[config.mk]
export PLATFORM = sky130hd
export DESIGN_NAME = seq_alu_flat
export DESIGN_NICKNAME = d
export VERILOG_FILES = /design/src/rtl/seq_alu_pkg.sv /design/src/rtl/seq_alu_if.sv /design/src/rtl/seq_alu_shift_step.sv /design/src/rtl/seq_alu.sv /design/src/flat_wrapper.sv
export SDC_FILE = /design/constraint.sdc
export NUM_CORES = 1
export LEC_CHECK = 0
export CORE_MARGIN = 2
export CORE_UTILIZATION = 40
export CTS_BUF_LIST = sky130_fd_sc_hd__clkbuf_4 sky130_fd_sc_hd__clkbuf_8
export CTS_CLUSTER_DIAMETER = 120
export CTS_CLUSTER_SIZE = 12
export DETAILED_ROUTE_END_ITERATION = 10
export HOLD_SLACK_MARGIN = 0.08
export PLACE_DENSITY = 0.58
export SYNTH_ARGS = -nofsm -noshare
export SYNTH_HDL_FRONTEND = slang
export SYNTH_SLANG_ARGS = --single-unit
[constraint.sdc]
create_clock -name clk -period 8.1 [get_ports clk]
set_input_delay 1.215 -clock clk [delete_from_list [all_inputs] [get_ports clk]]
set_output_delay 1.215 -clock clk [all_outputs]
set_load 0.01 [all_outputs]
[src/rtl/seq_alu_pkg.sv]
// Shared constants for the sequential 68000-style ALU: op codes,
// operand size codes and helpers that map a size code to width and mask.
package alu_pkg;

    localparam logic [3:0] OP_ADD  = 4'd0;
    localparam logic [3:0] OP_SUB  = 4'd1;
    localparam logic [3:0] OP_AND  = 4'd2;
    localparam logic [3:0] OP_OR   = 4'd3;
    localparam logic [3:0] OP_XOR  = 4'd4;
    localparam logic [3:0] OP_ADDX = 4'd5;
    localparam logic [3:0] OP_SUBX = 4'd6;
    localparam logic [3:0] OP_ASL  = 4'd7;
    localparam logic [3:0] OP_ASR  = 4'd8;
    localparam logic [3:0] OP_LSL  = 4'd9;
    localparam logic [3:0] OP_LSR  = 4'd10;
    localparam logic [3:0] OP_ROL  = 4'd11;
    localparam logic [3:0] OP_ROR  = 4'd12;
    localparam logic [3:0] OP_ROXL = 4'd13;
    localparam logic [3:0] OP_ROXR = 4'd14;
    localparam logic [3:0] OP_PASS = 4'd15;

    localparam logic [1:0] SZ_BYTE = 2'd0;
    localparam logic [1:0] SZ_WORD = 2'd1;
    localparam logic [1:0] SZ_LONG = 2'd2;

    function automatic logic [5:0] width_of(input logic [1:0] sz);
        case (sz)
            SZ_BYTE: return 6'd8;
            SZ_WORD: return 6'd16;
            default: return 6'd32;
        endcase
    endfunction

    function automatic logic [31:0] mask_of(input logic [1:0] sz);
        case (sz)
            SZ_BYTE: return 32'h0000_00FF;
            SZ_WORD: return 32'h0000_FFFF;
            default: return 32'hFFFF_FFFF;
        endcase
    endfunction

    function automatic logic is_shift(input logic [3:0] op);
        return (op >= OP_ASL) && (op <= OP_ROXR);
    endfunction

endpackage

[src/rtl/seq_alu_if.sv]
// start/busy/done handshake plus operand and result bundle of seq_alu.
// master: sequencer side (drives request); slave: the ALU.
interface seq_alu_if #(
    parameter int BITS     = 32,
    parameter int CNT_BITS = 6
);
    logic                start;
    logic [3:0]          op;
    logic [1:0]          size;
    logic [BITS-1:0]     A;
    logic [BITS-1:0]     B;
    logic [CNT_BITS-1:0] count;
    logic                X_in;
    logic                Z_in;
    logic                busy;
    logic                done;
    logic [BITS-1:0]     O;
    logic                C;
    logic                X_out;
    logic                Z;
    logic                V;
    logic                N;

    modport master (
        output start, op, size, A, B, count, X_in, Z_in,
        input  busy, done, O, C, X_out, Z, V, N
    );

    modport slave (
        input  start, op, size, A, B, count, X_in, Z_in,
        output busy, done, O, C, X_out, Z, V, N
    );
endinterface

[src/rtl/seq_alu_shift_step.sv]
// One-bit shift/rotate step on the sized low field of i_val; bits above
// the sized width pass through. Ports: i_val/i_size/i_op/i_x in,
// o_val (stepped value), o_out (bit shifted out), o_msb_chg out.
module alu_shift_step
    import alu_pkg::*;
#(
    parameter int BITS = 32
) (
    input  logic [BITS-1:0] i_val,
    input  logic [1:0]      i_size,
    input  logic [3:0]      i_op,
    input  logic            i_x,
    output logic [BITS-1:0] o_val,
    output logic            o_out,
    output logic            o_msb_chg
);
    localparam int IW = $clog2(BITS);

    logic [BITS-1:0] w_mask;
    logic [BITS-1:0] w_sh;
    logic [IW-1:0]   w_msb;
    logic            w_top;
    logic            w_fill;
    logic            w_left;

    assign w_mask = BITS'(mask_of(i_size));
    assign w_msb  = IW'(width_of(i_size) - 6'd1);
    assign w_top  = i_val[w_msb];

    always_comb begin
        w_left = 1'b0;
        w_fill = 1'b0;
        case (i_op)
            OP_ASL, OP_LSL: w_left = 1'b1;
            OP_ROL: begin
                w_left = 1'b1;
                w_fill = w_top;
            end
            OP_ROXL: begin
                w_left = 1'b1;
                w_fill = i_x;
            end
            OP_ASR:  w_fill = w_top;
            OP_ROR:  w_fill = i_val[0];
            OP_ROXR: w_fill = i_x;
            default: w_fill = 1'b0;
        endcase
        if (w_left) begin
            w_sh  = (i_val << 1) | BITS'(w_fill);
            o_out = w_top;
        end else begin
            // clear upper bits first so they cannot leak into the field
            w_sh  = ((i_val & w_mask) >> 1) | (BITS'(w_fill) << w_msb);
            o_out = i_val[0];
        end
        o_val     = (i_val & ~w_mask) | (w_sh & w_mask);
        o_msb_chg = o_val[w_msb] ^ w_top;
    end
endmodule

[src/rtl/seq_alu.sv]
// Multi-cycle size-aware ALU: one-cycle arith/logic, bit-serial shifts.
// Ports: clk, reset (async, active high), bus (seq_alu_if slave).
module seq_alu
    import alu_pkg::*;
#(
    parameter int BITS     = 32,
    parameter int CNT_BITS = 6
) (
    input logic  clk,
    input logic  reset,
    seq_alu_if.slave bus
);
    localparam int IW = $clog2(BITS);
    localparam int CW = $clog2(BITS + 1);

    localparam logic [1:0] S_IDLE  = 2'd0;
    localparam logic [1:0] S_EXEC  = 2'd1;
    localparam logic [1:0] S_SHIFT = 2'd2;

    logic [1:0]          r_state;
    logic [3:0]          r_op;
    logic [1:0]          r_size;
    logic [BITS-1:0]     r_a;
    logic [BITS-1:0]     r_b;
    logic [CNT_BITS-1:0] r_cnt;
    logic                r_xin;
    logic                r_zin;
    logic [BITS-1:0]     r_val;
    logic                r_x;
    logic                r_vs;
    logic                r_done;
    logic [BITS-1:0]     r_o;
    logic                r_c;
    logic                r_xo;
    logic                r_z;
    logic                r_v;
    logic                r_n;

    logic [BITS-1:0] w_mask;
    logic [IW-1:0]   w_msb;
    logic [CW-1:0]   w_cpos;
    logic [BITS-1:0] w_a;
    logic [BITS-1:0] w_b;
    logic            w_cin;
    logic [BITS:0]   w_sum;
    logic [BITS:0]   w_dif;
    logic [BITS-1:0] w_res;
    logic [BITS-1:0] w_o;
    logic            w_c;
    logic            w_xo;
    logic            w_v;
    logic            w_z;
    logic            w_zero;
    logic [BITS-1:0] w_next;
    logic            w_bit;
    logic            w_chg;

    assign w_mask = BITS'(mask_of(r_size));
    assign w_msb  = IW'(width_of(r_size) - 6'd1);
    assign w_cpos = CW'(width_of(r_size));
    assign w_a    = r_a & w_mask;
    assign w_b    = r_b & w_mask;
    assign w_cin  = ((r_op == OP_ADDX) || (r_op == OP_SUBX)) & r_xin;
    // operands are masked, so the carry/borrow lands exactly at bit w
    assign w_sum  = {1'b0, w_a} + {1'b0, w_b} + {{BITS{1'b0}}, w_cin};
    assign w_dif  = {1'b0, w_a} - {1'b0, w_b} - {{BITS{1'b0}}, w_cin};

    always_comb begin
        w_res = w_a;
        w_c   = 1'b0;
        w_v   = 1'b0;
        w_xo  = r_xin;
        case (r_op)
            OP_ADD, OP_ADDX: begin
                w_res = w_sum[BITS-1:0];
                w_c   = w_sum[w_cpos];
                w_xo  = w_c;
                w_v   = (w_a[w_msb] == w_b[w_msb]) &&
                        (w_res[w_msb] != w_a[w_msb]);
            end
            OP_SUB, OP_SUBX: begin
                w_res = w_dif[BITS-1:0];
                w_c   = w_dif[w_cpos];
                w_xo  = w_c;
                w_v   = (w_a[w_msb] != w_b[w_msb]) &&
                        (w_res[w_msb] != w_a[w_msb]);
            end
            OP_AND:  w_res = w_a & w_b;
            OP_OR:   w_res = w_a | w_b;
            OP_XOR:  w_res = w_a ^ w_b;
            // zero-count rotate through X reports X as carry
            OP_ROXL, OP_ROXR: w_c = r_xin;
            default: w_res = w_a;
        endcase
        w_zero = (w_res & w_mask) == '0;
        w_z    = ((r_op == OP_ADDX) || (r_op == OP_SUBX)) ?
                 (r_zin & w_zero) : w_zero;
        w_o    = (r_a & ~w_mask) | (w_res & w_mask);
    end

    alu_shift_step #(.BITS(BITS)) u_step (
        .i_val     (r_val),
        .i_size    (r_size),
        .i_op      (r_op),
        .i_x       (r_x),
        .o_val     (w_next),
        .o_out     (w_bit),
        .o_msb_chg (w_chg)
    );

    always_ff @(posedge clk or posedge reset) begin
        if (reset) begin
            r_state <= S_IDLE;
            r_op    <= '0;
            r_size  <= '0;
            r_a     <= '0;
            r_b     <= '0;
            r_cnt   <= '0;
            r_xin   <= 1'b0;
            r_zin   <= 1'b0;
            r_val   <= '0;
            r_x     <= 1'b0;
            r_vs    <= 1'b0;
            r_done  <= 1'b0;
            r_o     <= '0;
            r_c     <= 1'b0;
            r_xo    <= 1'b0;
            r_z     <= 1'b0;
            r_v     <= 1'b0;
            r_n     <= 1'b0;
        end else begin
            r_done <= 1'b0;
            case (r_state)
                S_IDLE: begin
                    if (bus.start) begin
                        r_op    <= bus.op;
                        r_size  <= bus.size;
                        r_a     <= bus.A;
                        r_b     <= bus.B;
                        r_cnt   <= bus.count;
                        r_xin   <= bus.X_in;
                        r_zin   <= bus.Z_in;
                        r_val   <= bus.A;
                        r_x     <= bus.X_in;
                        r_vs    <= 1'b0;
                        r_state <= S_EXEC;
                    end
                end
                S_EXEC: begin
                    if (is_shift(r_op) && (r_cnt != '0)) begin
                        r_state <= S_SHIFT;
                    end else begin
                        r_o     <= w_o;
                        r_c     <= w_c;
                        r_xo    <= w_xo;
                        r_z     <= w_z;
                        r_v     <= w_v;
                        r_n     <= w_res[w_msb];
                        r_done  <= 1'b1;
                        r_state <= S_IDLE;
                    end
                end
                S_SHIFT: begin
                    r_val <= w_next;
                    r_x   <= w_bit;
                    r_vs  <= r_vs | w_chg;
                    r_cnt <= r_cnt - 1'b1;
                    if (r_cnt == CNT_BITS'(1)) begin
                        r_o     <= w_next;
                        r_c     <= w_bit;
                        r_xo    <= ((r_op == OP_ROL) || (r_op == OP_ROR)) ?
                                   r_xin : w_bit;
                        r_z     <= (w_next & w_mask) == '0;
                        r_v     <= (r_op == OP_ASL) & (r_vs | w_chg);
                        r_n     <= w_next[w_msb];
                        r_done  <= 1'b1;
                        r_state <= S_IDLE;
                    end
                end
                default: r_state <= S_IDLE;
            endcase
        end
    end

    assign bus.busy  = (r_state != S_IDLE);
    assign bus.done  = r_done;
    assign bus.O     = r_o;
    assign bus.C     = r_c;
    assign bus.X_out = r_xo;
    assign bus.Z     = r_z;
    assign bus.V     = r_v;
    assign bus.N     = r_n;
endmodule
[src/flat_wrapper.sv]
// flat-port wrapper written by rule: the top's interface ports become plain ports
module seq_alu_flat import alu_pkg::*;
#(
    parameter int BITS     = 32,
    parameter int CNT_BITS = 6
)
  (clk, reset, bus_start, bus_op, bus_size, bus_A, bus_B, bus_count, bus_X_in, bus_Z_in, bus_busy, bus_done, bus_O, bus_C, bus_X_out, bus_Z, bus_V, bus_N);
  seq_alu_if #(.BITS(BITS), .CNT_BITS(CNT_BITS)) bus_i ();
  input logic clk;
  input logic reset;
  input wire logic [$bits(bus_i.start)-1:0] bus_start;
  input wire logic [$bits(bus_i.op)-1:0] bus_op;
  input wire logic [$bits(bus_i.size)-1:0] bus_size;
  input wire logic [$bits(bus_i.A)-1:0] bus_A;
  input wire logic [$bits(bus_i.B)-1:0] bus_B;
  input wire logic [$bits(bus_i.count)-1:0] bus_count;
  input wire logic [$bits(bus_i.X_in)-1:0] bus_X_in;
  input wire logic [$bits(bus_i.Z_in)-1:0] bus_Z_in;
  output wire logic [$bits(bus_i.busy)-1:0] bus_busy;
  output wire logic [$bits(bus_i.done)-1:0] bus_done;
  output wire logic [$bits(bus_i.O)-1:0] bus_O;
  output wire logic [$bits(bus_i.C)-1:0] bus_C;
  output wire logic [$bits(bus_i.X_out)-1:0] bus_X_out;
  output wire logic [$bits(bus_i.Z)-1:0] bus_Z;
  output wire logic [$bits(bus_i.V)-1:0] bus_V;
  output wire logic [$bits(bus_i.N)-1:0] bus_N;
  assign bus_i.start = bus_start;
  assign bus_i.op = bus_op;
  assign bus_i.size = bus_size;
  assign bus_i.A = bus_A;
  assign bus_i.B = bus_B;
  assign bus_i.count = bus_count;
  assign bus_i.X_in = bus_X_in;
  assign bus_i.Z_in = bus_Z_in;
  assign bus_busy = bus_i.busy;
  assign bus_done = bus_i.done;
  assign bus_O = bus_i.O;
  assign bus_C = bus_i.C;
  assign bus_X_out = bus_i.X_out;
  assign bus_Z = bus_i.Z;
  assign bus_V = bus_i.V;
  assign bus_N = bus_i.N;
  seq_alu #(.BITS(BITS), .CNT_BITS(CNT_BITS)) u_core (.clk(clk), .reset(reset), .bus(bus_i));
endmodule
==> impl_metrics.py, run 1 <==
metrics = {
    "logic_synthesis": {
        "ys_warn_count": 0,
        "yosysSeqAreaShare": 0.2588,
        "ys_ff_latch": 152,
        "synth_cell_types": 100,
        "syn_inst": 1831,
        "syn_area_sq_um": 14700,
        "synth_nets": 2049,
        "synthArstFlopShare": 1.000,
        "syn_area_per_cell_sq_um": 8.028,
        "synth_edf_count": 0,
        "synth_flop_cell": "dfrtp_1",
    },
    "drt": {
        "routed_wl_microns": 53470,
        "postRouteAntennaNets": 0,
        "firstDrtPassIters": 6,
        "num_vias": 14310,
        "viasPerCell": 6.080,
        "drc": 0,
        "drt-initial-drc-count": 1406,
        "wl_per_cell_microns": 22.72,
    },
    "floorplanning": {
        "rows": 70,
        "die_area_sq_um": 38300,
        "start_util": 0.4034,
        "die_y_microns": 195.7,
        "die_w_microns": 195.7,
        "ios": 120,
        "core_sq_um": 36430,
    },
    "clock_tree": {
        "insertion_delay_ns": 0.50,
        "hold_buffers": 0,
        "numCtsBuffers": 17,
        "clockBufferDepth": 2,
        "cts_tree": "built",
        "cts_max_level": 4,
        "cts.sinks": 152,
        "cts-root-buf": "clkbuf_8",
        "clk_pin_slew_ns": 0.09,
        "cts_resized": 0,
        "post_cts.repair.setup_buffers": 0,
    },
    "placement": {
        "numPortBuffers": 119,
        "hpwlAfterDp_microns": 39590,
        "place.gp.congestion": 0.9356,
        "place_area_sq_um": 16170,
    },
    "flow_run": {
        "drv_cap": 0,
    },
    "grt": {
        "grt_pass1_wl_microns": 81750,
        "antenna_found_initial": 0,
        "overflow": 0,
        "track_usage": 0.2772,
        "grt_pass1_vias": 13810,
        "grt_start_max_net_pins": 92,
    },
    "sta": {
        "hold_violations": 0,
        "fin_hold_ws_ns": 0.4824,
        "tightest_slew_ns": 0.9363,
        "rsz0062_at_grt": "false",
        "max_clock_freq_mhz": 167.1,
        "timing.slew.headroom": 0.3596,
        "clock-skew-final_ns": 0.01543,
        "slew_viol_final": 0,
        "setup_violations": 0,
        "min_period_ns": 5.985,
        "final.setup.tns_ns": 0,
        "timing.final.crit_share": 0.7388,
    },
    "status": {
        "status": "finished, final reports clean",
    },
    "layout": {
        "utilization": 0.4556,
        "final_cell_area_sq_um": 16600,
        "layout.nets": 2090,
        "syn2layout_area_growth_pct": 12.94,
        "mostFrequentLayoutCells": "nand2_1, dfrtp_1, a21oi_1",
        "drive_above_1_share": 0.09867,
        "diodes": 0,
        "final_common_cell": "nand2_1",
    },
    "critical_path": {
        "cp_num_buf_inv": 2,
        "crit_family": "compound AO/OA/AOI/OAI gates",
        "start_kind": "flop",
        "rr_startpoint": "u_core.r_size[1]",
        "crit_slowest_cell": "o31ai_1",
        "cp-end-kind": "flop",
        "path_cells": "nor2_2 > buf_4 > inv_1 > ha_2 > nand2_1 > ha_1 > ha_1 > nand4_1 > or3_1 > a211o_1 > o221ai_1 > a21bo_2 > xnor2_1 > o21ai_0 > o31ai_1 > nand3_1 > o21ai_0 > o21ai_0",
        "cp_data_required_time_ns": 8.46,
        "critPathMaxFanout": 30,
        "crit_type": "reg -> reg",
        "startpoint": "u_core.r_size[1]",
        "crit_top_cell": "o21ai_0",
        "cp.arrival_ns": 6.34,
        "cp_slowest_stage_delay_ns": 0.73,
    },
    "worst_hold_path": {
        "holdCritStartpoint": "u_core.bus.O[21]",
        "hold_path_class": "reg -> reg",
    },
}
==> synthesized netlist by cell type, drive strengths merged, types with 11 or more instances <==
library cell / count / area (sq um)
mux2i: 29 / 290.3
nor3: 31 / 155.2
nand2: 271 / 1017
dfrtp: 152 / 3804
a21o: 29 / 217.7
a211oi: 30 / 230.2
a31oi: 38 / 256.5
o211ai: 22 / 178.9
and3: 14 / 87.58
o21ai: 143 / 734.5
nand4: 23 / 143.9
clkbuf: 75 / 282.8
nor2: 119 / 446.7
buf: 43 / 239.0
nand3: 28 / 157.7
a21oi: 150 / 765.7
mux2: 78 / 878.3
a221oi: 11 / 115.1
ha: 133 / 1664
xnor2: 17 / 156.4
nor4: 11 / 68.82
o21a: 18 / 135.1
inv: 127 / 476.7
xor2: 21 / 183.9
==> final timing paths <==
| kind | slack [ns] | to | cells after the start |
|---|---|---|---|
| worst max-delay path | 2.12 | u_core.bus.O[26] | 18 |
| worst min-delay path | 0.48 | u_core.bus.O[21] | 2 |
| worst max register to register | 2.12 | u_core.bus.O[26] | 18 |
| worst min register to register | 0.48 | u_core.bus.O[21] | 2 |
| max in group asynchronous | 5.45 | u_core.r_b[25] | 3 |
| min in group asynchronous | 1.24 | u_core.r_cnt[2] | 2 |
==> registers in the layout (all words and copies together), names as in the netlist, 2 cells and up <==
signal          cells
u_core.r_b         32
u_core.r_state      2
u_core.bus.O       32
u_core.r_a         32
u_core.r_val       32
u_core.r_op         4
u_core.r_size       2
u_core.r_cnt        6
==> kinds of logic (layout without fill, tap and decap cells) <==
| logic type | count (synthesis) | after routing | synth area share |
|---|---|---|---|
| flops | 152 | 152 | 0.2588 |
| simple gates | 556 | 556 | 0.1706 |
| compound gates | 590 | 590 | 0.2748 |
| mux | 111 | 111 | 0.08563 |
| fa+ha+maj | 137 | 137 | 0.1187 |
| xor+xnor | 38 | 38 | 0.02315 |
| buf+inv | 247 | 301 | 0.06844 |
==> final cells by class <==
class | instances | area (sq um)
Fill cell | 3667 | 19830
Multi-Input combinational cell | 1432 | 9945
Sequential cell | 152 | 3804
Timing Repair Buffer | 140 | 1349
Tap cell | 468 | 585.6
Inverter | 129 | 489.2
Clock buffer | 20 | 262.8
Clock inverter | 12 | 166.4
==> metrics by stage <==
step	setup WS (ns)	instances
2_1_floorplan	1.717	1831
3_3_place_gp	2.227	2321
3_5_place_dp	2.237	2321
4_1_cts	2.214	2353
5_1_grt	1.840	2353
6_report	2.115	2353
==> layer usage <==
metal	global-route usage	vias to the layer above	wire, microns
li1	-	6695	-
met3	0.03301	97	2825
met4	0.1249	0	2239
met5	0	-	0
met1	0.3650	6973	23450
met2	0.4583	542	24960
==> worst min-delay path: stages (launching register included) <==
cell and delay (ns):
dfrtp_1 0.35, nand2_1 0.05, nand2_1 0.05
Power of run 1 is not shown: default switching activity piles up to over one toggle a cycle in this logic, so the estimate is an artifact.
==> inputs of run 2 (changes only) <==
PLACE_DENSITY = 0.61   (was 0.58)
clock period = 5.4 ns   (was 8.1 ns; I/O delays follow)
==> impl_metrics.py, run 2 (synthesized netlist as in run 1, its figures left out) <==
metrics = {
    "status": {
        "status": "finished, final reports clean",
    },
    "floorplanning": {
        "die_area_sq_um": 38300,
        "core_sq_um": 36430,
        "start_util": 0.4034,
        "rows": 70,
        "die_w_microns": 195.7,
        "die_y_microns": 195.7,
        "ios": 120,
    },
    "layout": {
        "drive_above_1_share": 0.1118,
        "diodes": 0,
        "syn2layout_area_growth_pct": 13.90,
        "mostFrequentLayoutCells": "nand2_1, dfrtp_1, a21oi_1",
        "final_cell_area_sq_um": 16740,
        "final_common_cell": "nand2_1",
        "layout.nets": 2111,
    },
    "grt": {
        "track_usage": 0.2875,
        "grt_pass1_vias": 13950,
        "overflow": 0,
        "antenna_found_initial": 0,
        "grt_pass1_wl_microns": 84190,
        "grt_start_max_net_pins": 73,
    },
    "critical_path": {
        "critPathMaxFanout": 21,
        "reg2reg_to": "u_core.bus.V",
        "cp_data_required_time_ns": 5.83,
        "ff2ff_setup_slack_ns": 0.34,
        "start_kind": "flop",
        "crit_type": "reg -> reg",
        "rr_worst_depth": 17,
        "rr_startpoint": "u_core.r_size[1]",
        "cp-end-kind": "flop",
        "cp.arrival_ns": 5.49,
    },
    "placement": {
        "numPortBuffers": 119,
        "hpwlAfterDp_microns": 41120,
        "place.gp.congestion": 0.9361,
        "place_area_sq_um": 16340,
    },
    "sta": {
        "timing.slew.headroom": 0.2725,
        "fin_hold_ws_ns": 0.4861,
        "tightest_slew_ns": 1.091,
        "min_period_ns": 5.064,
        "final.setup.tns_ns": 0,
        "clock-skew-final_ns": 0.02978,
        "slew_viol_final": 0,
        "timing.final.crit_share": 0.9379,
        "rsz0062_at_grt": "false",
        "max_clock_freq_mhz": 197.5,
        "setup_violations": 0,
        "hold_violations": 0,
    },
    "clock_tree": {
        "numCtsBuffers": 17,
        "clockBufferDepth": 2,
        "cts_max_level": 4,
        "cts-root-buf": "clkbuf_8",
        "cts_tree": "built",
        "insertion_delay_ns": 0.54,
        "post_cts.repair.setup_buffers": 0,
        "cts.sinks": 152,
        "hold_buffers": 0,
        "cts_resized": 0,
        "clk_pin_slew_ns": 0.10,
    },
    "drt": {
        "dr_wl_met3_microns": 3784,
        "wl_per_cell_microns": 23.19,
        "num_vias": 14440,
        "met2_wirelength_microns": 25940,
        "drc": 0,
        "firstDrtPassIters": 5,
        "postRouteAntennaNets": 0,
        "routed_wl_microns": 55040,
        "top_layer_used": "met4",
        "viasPerCell": 6.082,
        "met1Wirelength_microns": 22740,
        "drt-initial-drc-count": 1107,
    },
    "worst_hold_path": {
        "hold_path_class": "reg -> reg",
        "hold-path-endpoint": "u_core.bus.O[6]",
        "whs_path_depth": 2,
        "holdCritStartpoint": "u_core.bus.O[6]",
    },
    "flow_run": {
        "drv_cap": 0,
    },
}
[run 2: critical path, stage by stage (launching register included)]
cell and delay [ns]:
dfrtp_1 0.49, nor2_2 0.08, inv_1 0.08, buf_4 0.26, nand2_1 0.14, ha_1 0.45
ha_1 0.54, nand4_1 0.25, nand4b_1 0.24, o211a_1 0.14, o21bai_1 0.35, a21oi_2 0.14
o21ai_1 0.41, xor2_1 0.24, mux4_2 0.52, mux2i_1 0.14, a211o_1 0.30, a22o_1 0.19
[run 2: area by class of cell]
cell class	count	area, sq um
Multi-Input combinational cell	1432	9962
Sequential cell	152	3804
Inverter	129	490.5
Tap cell	468	585.6
Timing Repair Buffer	161	1506
Clock inverter	14	152.6
Fill cell	3624	19690
Clock buffer	18	241.5
[run 2: how the worst max path moves through the flow]
stage	end	depth (start not counted)	startpoint
after floorplan	u_core.bus.V	27	u_core.r_size[1]
after global placement	u_core.bus.Z	15	u_core.r_op[1]
after detailed placement	u_core.bus.Z	17	u_core.r_size[1]
after CTS	u_core.bus.Z	17	u_core.r_size[1]
after global routing	u_core.bus.Z	17	u_core.r_op[1]
final	u_core.bus.V	17	u_core.r_size[1]
[run 2: stage by stage]
step | utilization | instances | setup slack [ns]
3_5_place_dp | 0.4484 | 2342 | 0.2648
6_report | 0.4595 | 2374 | 0.3355
5_1_grt | 0.4595 | 2374 | 0.04218
2_1_floorplan | - | 1831 | 0.002370
3_3_place_gp | 0.4484 | 2342 | 0.4295
4_1_cts | 0.4592 | 2374 | 0.2501
[run 2: layer usage]
metal | vias up | global-route usage
li1 | 6725 | -
met5 | - | 0
met1 | 6977 | 0.3649
met3 | 127 | 0.05329
met4 | 0 | 0.1324
met2 | 610 | 0.4761
Power of run 2 is left out for the same reason.
==> inputs of run 3 (changes only) <==
CORE_ASPECT_RATIO = 1.4   (was default)
CORE_UTILIZATION = 35   (was 40)
CTS_BUF_LIST = default   (was sky130_fd_sc_hd__clkbuf_4 sky130_fd_sc_hd__clkbuf_8)
PLACE_DENSITY = 0.55   (was 0.61)
==> impl_metrics.py, run 3 (synthesized netlist as in run 1, its figures left out) <==
metrics = {
    "clock_tree": {
        "cts.sinks": 152,
        "cts_resized": 0,
        "clockBufferDepth": 2,
        "cts_tree": "built",
        "post_cts.repair.setup_buffers": 0,
        "cts_max_level": 4,
        "hold_buffers": 0,
        "insertion_delay_ns": 0.47,
        "clk_pin_slew_ns": 0.07,
        "numCtsBuffers": 17,
        "cts-root-buf": "clkbuf_16",
    },
    "critical_path": {
        "cp.depth": 18,
        "path_cells": "nor2_2 > inv_1 > buf_4 > nand2_1 > ha_1 > ha_1 > nand4_1 > nand4b_1 > o211a_1 > o21bai_1 > buf_4 > nand2_1 > nand2_1 > xor2_1 > a221oi_1 > a211oi_1 > a21oi_1 > o21ai_0",
        "cp_num_buf_inv": 3,
        "cp-end-kind": "flop",
        "cp_slowest_stage_delay_ns": 0.67,
        "crit_type": "reg -> reg",
        "crit_top_cell": "nand2_1",
        "critPathMaxFanout": 15,
        "start_kind": "flop",
        "crit_family": "compound AO/OA/AOI/OAI gates",
        "rr_worst_depth": 18,
        "cp.arrival_ns": 5.35,
        "cp_data_required_time_ns": 5.70,
        "crit_slowest_cell": "a221oi_1",
    },
    "floorplanning": {
        "core_sq_um": 41290,
        "start_util": 0.3560,
        "die_w_microns": 177.2,
        "ios": 120,
        "rows": 88,
        "die_area_sq_um": 43680,
        "die_y_microns": 246.5,
    },
    "drt": {
        "viasPerCell": 5.930,
        "drc": 0,
        "firstDrtPassIters": 6,
        "wl_per_cell_microns": 23.09,
        "postRouteAntennaNets": 0,
        "num_vias": 14520,
        "drt-initial-drc-count": 1145,
        "routed_wl_microns": 56550,
    },
    "sta": {
        "slew_viol_final": 0,
        "rsz0062_at_grt": "false",
        "tightest_slew_ns": 1.086,
        "final.setup.tns_ns": 0,
        "setup_violations": 0,
        "timing.slew.headroom": 0.2763,
        "hold_violations": 0,
        "setup_ws_ns": 0.3571,
        "timing.final.crit_share": 0.9339,
        "min_period_ns": 5.043,
        "clock-skew-final_ns": 0.01823,
        "max_clock_freq_mhz": 198.3,
    },
    "grt": {
        "track_usage": 0.2580,
        "antenna_found_initial": 1,
        "grt_start_max_net_pins": 73,
        "grt_pass1_wl_microns": 85380,
        "overflow": 0,
        "grt_pass1_vias": 14180,
    },
    "flow_run": {
        "drv_cap": 0,
    },
    "layout": {
        "diodes": 0,
        "final_common_cell": "nand2_1",
        "syn2layout_area_growth_pct": 16.16,
        "layout.nets": 2114,
        "fillerInstances": 4241,
        "drive_above_1_share": 0.1126,
        "mostFrequentLayoutCells": "nand2_1, dfrtp_1, a21oi_1",
        "final_cell_area_sq_um": 17080,
    },
    "placement": {
        "place_area_sq_um": 16450,
        "numPortBuffers": 119,
        "hpwlAfterDp_microns": 42840,
        "place.gp.congestion": 0.9436,
        "dp_slack_ns": 0.2919,
    },
    "worst_hold_path": {
        "hold_path_class": "reg -> reg",
        "whs_path_depth": 1,
    },
    "status": {
        "status": "finished, final reports clean",
    },
}
-- run 3: cell types whose count changed in the layout (fill, tap and decap cells not counted), sizes merged --
cell    delta
buf        +3
bufinv     +1
clkbuf     -1
clkinv     +1
inv        -1
-- run 3: per-stage QoR --
step / util / hold WS, ns / std cells
floorplan: - / 0.4507 / 1831
global placement: 0.3984 / 0.4664 / 2417
detailed placement: 0.3984 / 0.4695 / 2417
CTS: 0.4132 / 0.4848 / 2449
global route: 0.4135 / 0.5101 / 2449
finish: 0.4135 / 0.4809 / 2449
-- run 3: area by class of cell --
cell class | count | area [sq um] | share of cell area
inverters | 129 | 490.5 | 0.02872
clock buffers | 17 | 425.4 | 0.02491
flip-flops and latches | 152 | 3804 | 0.2228
clock inverters | 15 | 185.2 | 0.01084
well taps | 540 | 675.6 | 0.03957
repair buffers | 164 | 1529 | 0.08954
multi-input cells | 1432 | 9966 | 0.5836
-- run 3: final timing paths --
check | endpoint | startpoint | slack (ns)
min in group asynchronous | u_core.r_val[21] | reset | 0.81
min reg2reg | u_core.bus.O[27] | u_core.bus.O[27] | 0.48
max reg2reg | u_core.bus.O[23] | u_core.r_size[1] | 0.36
min | u_core.bus.O[27] | u_core.bus.O[27] | 0.48
max in group asynchronous | u_core.r_b[3] | reset | 3.48
max | u_core.bus.O[23] | u_core.r_size[1] | 0.36
-- run 3: per-layer routing --
metal,track usage,vias up,share of wire
li1,-,6738,-
met1,0.3261,7132,0.42
met2,0.4464,552,0.49
met3,0.02824,101,0.049
met4,0.1011,0,0.036
met5,0,-,0
Power of run 3 is left out for the same reason.
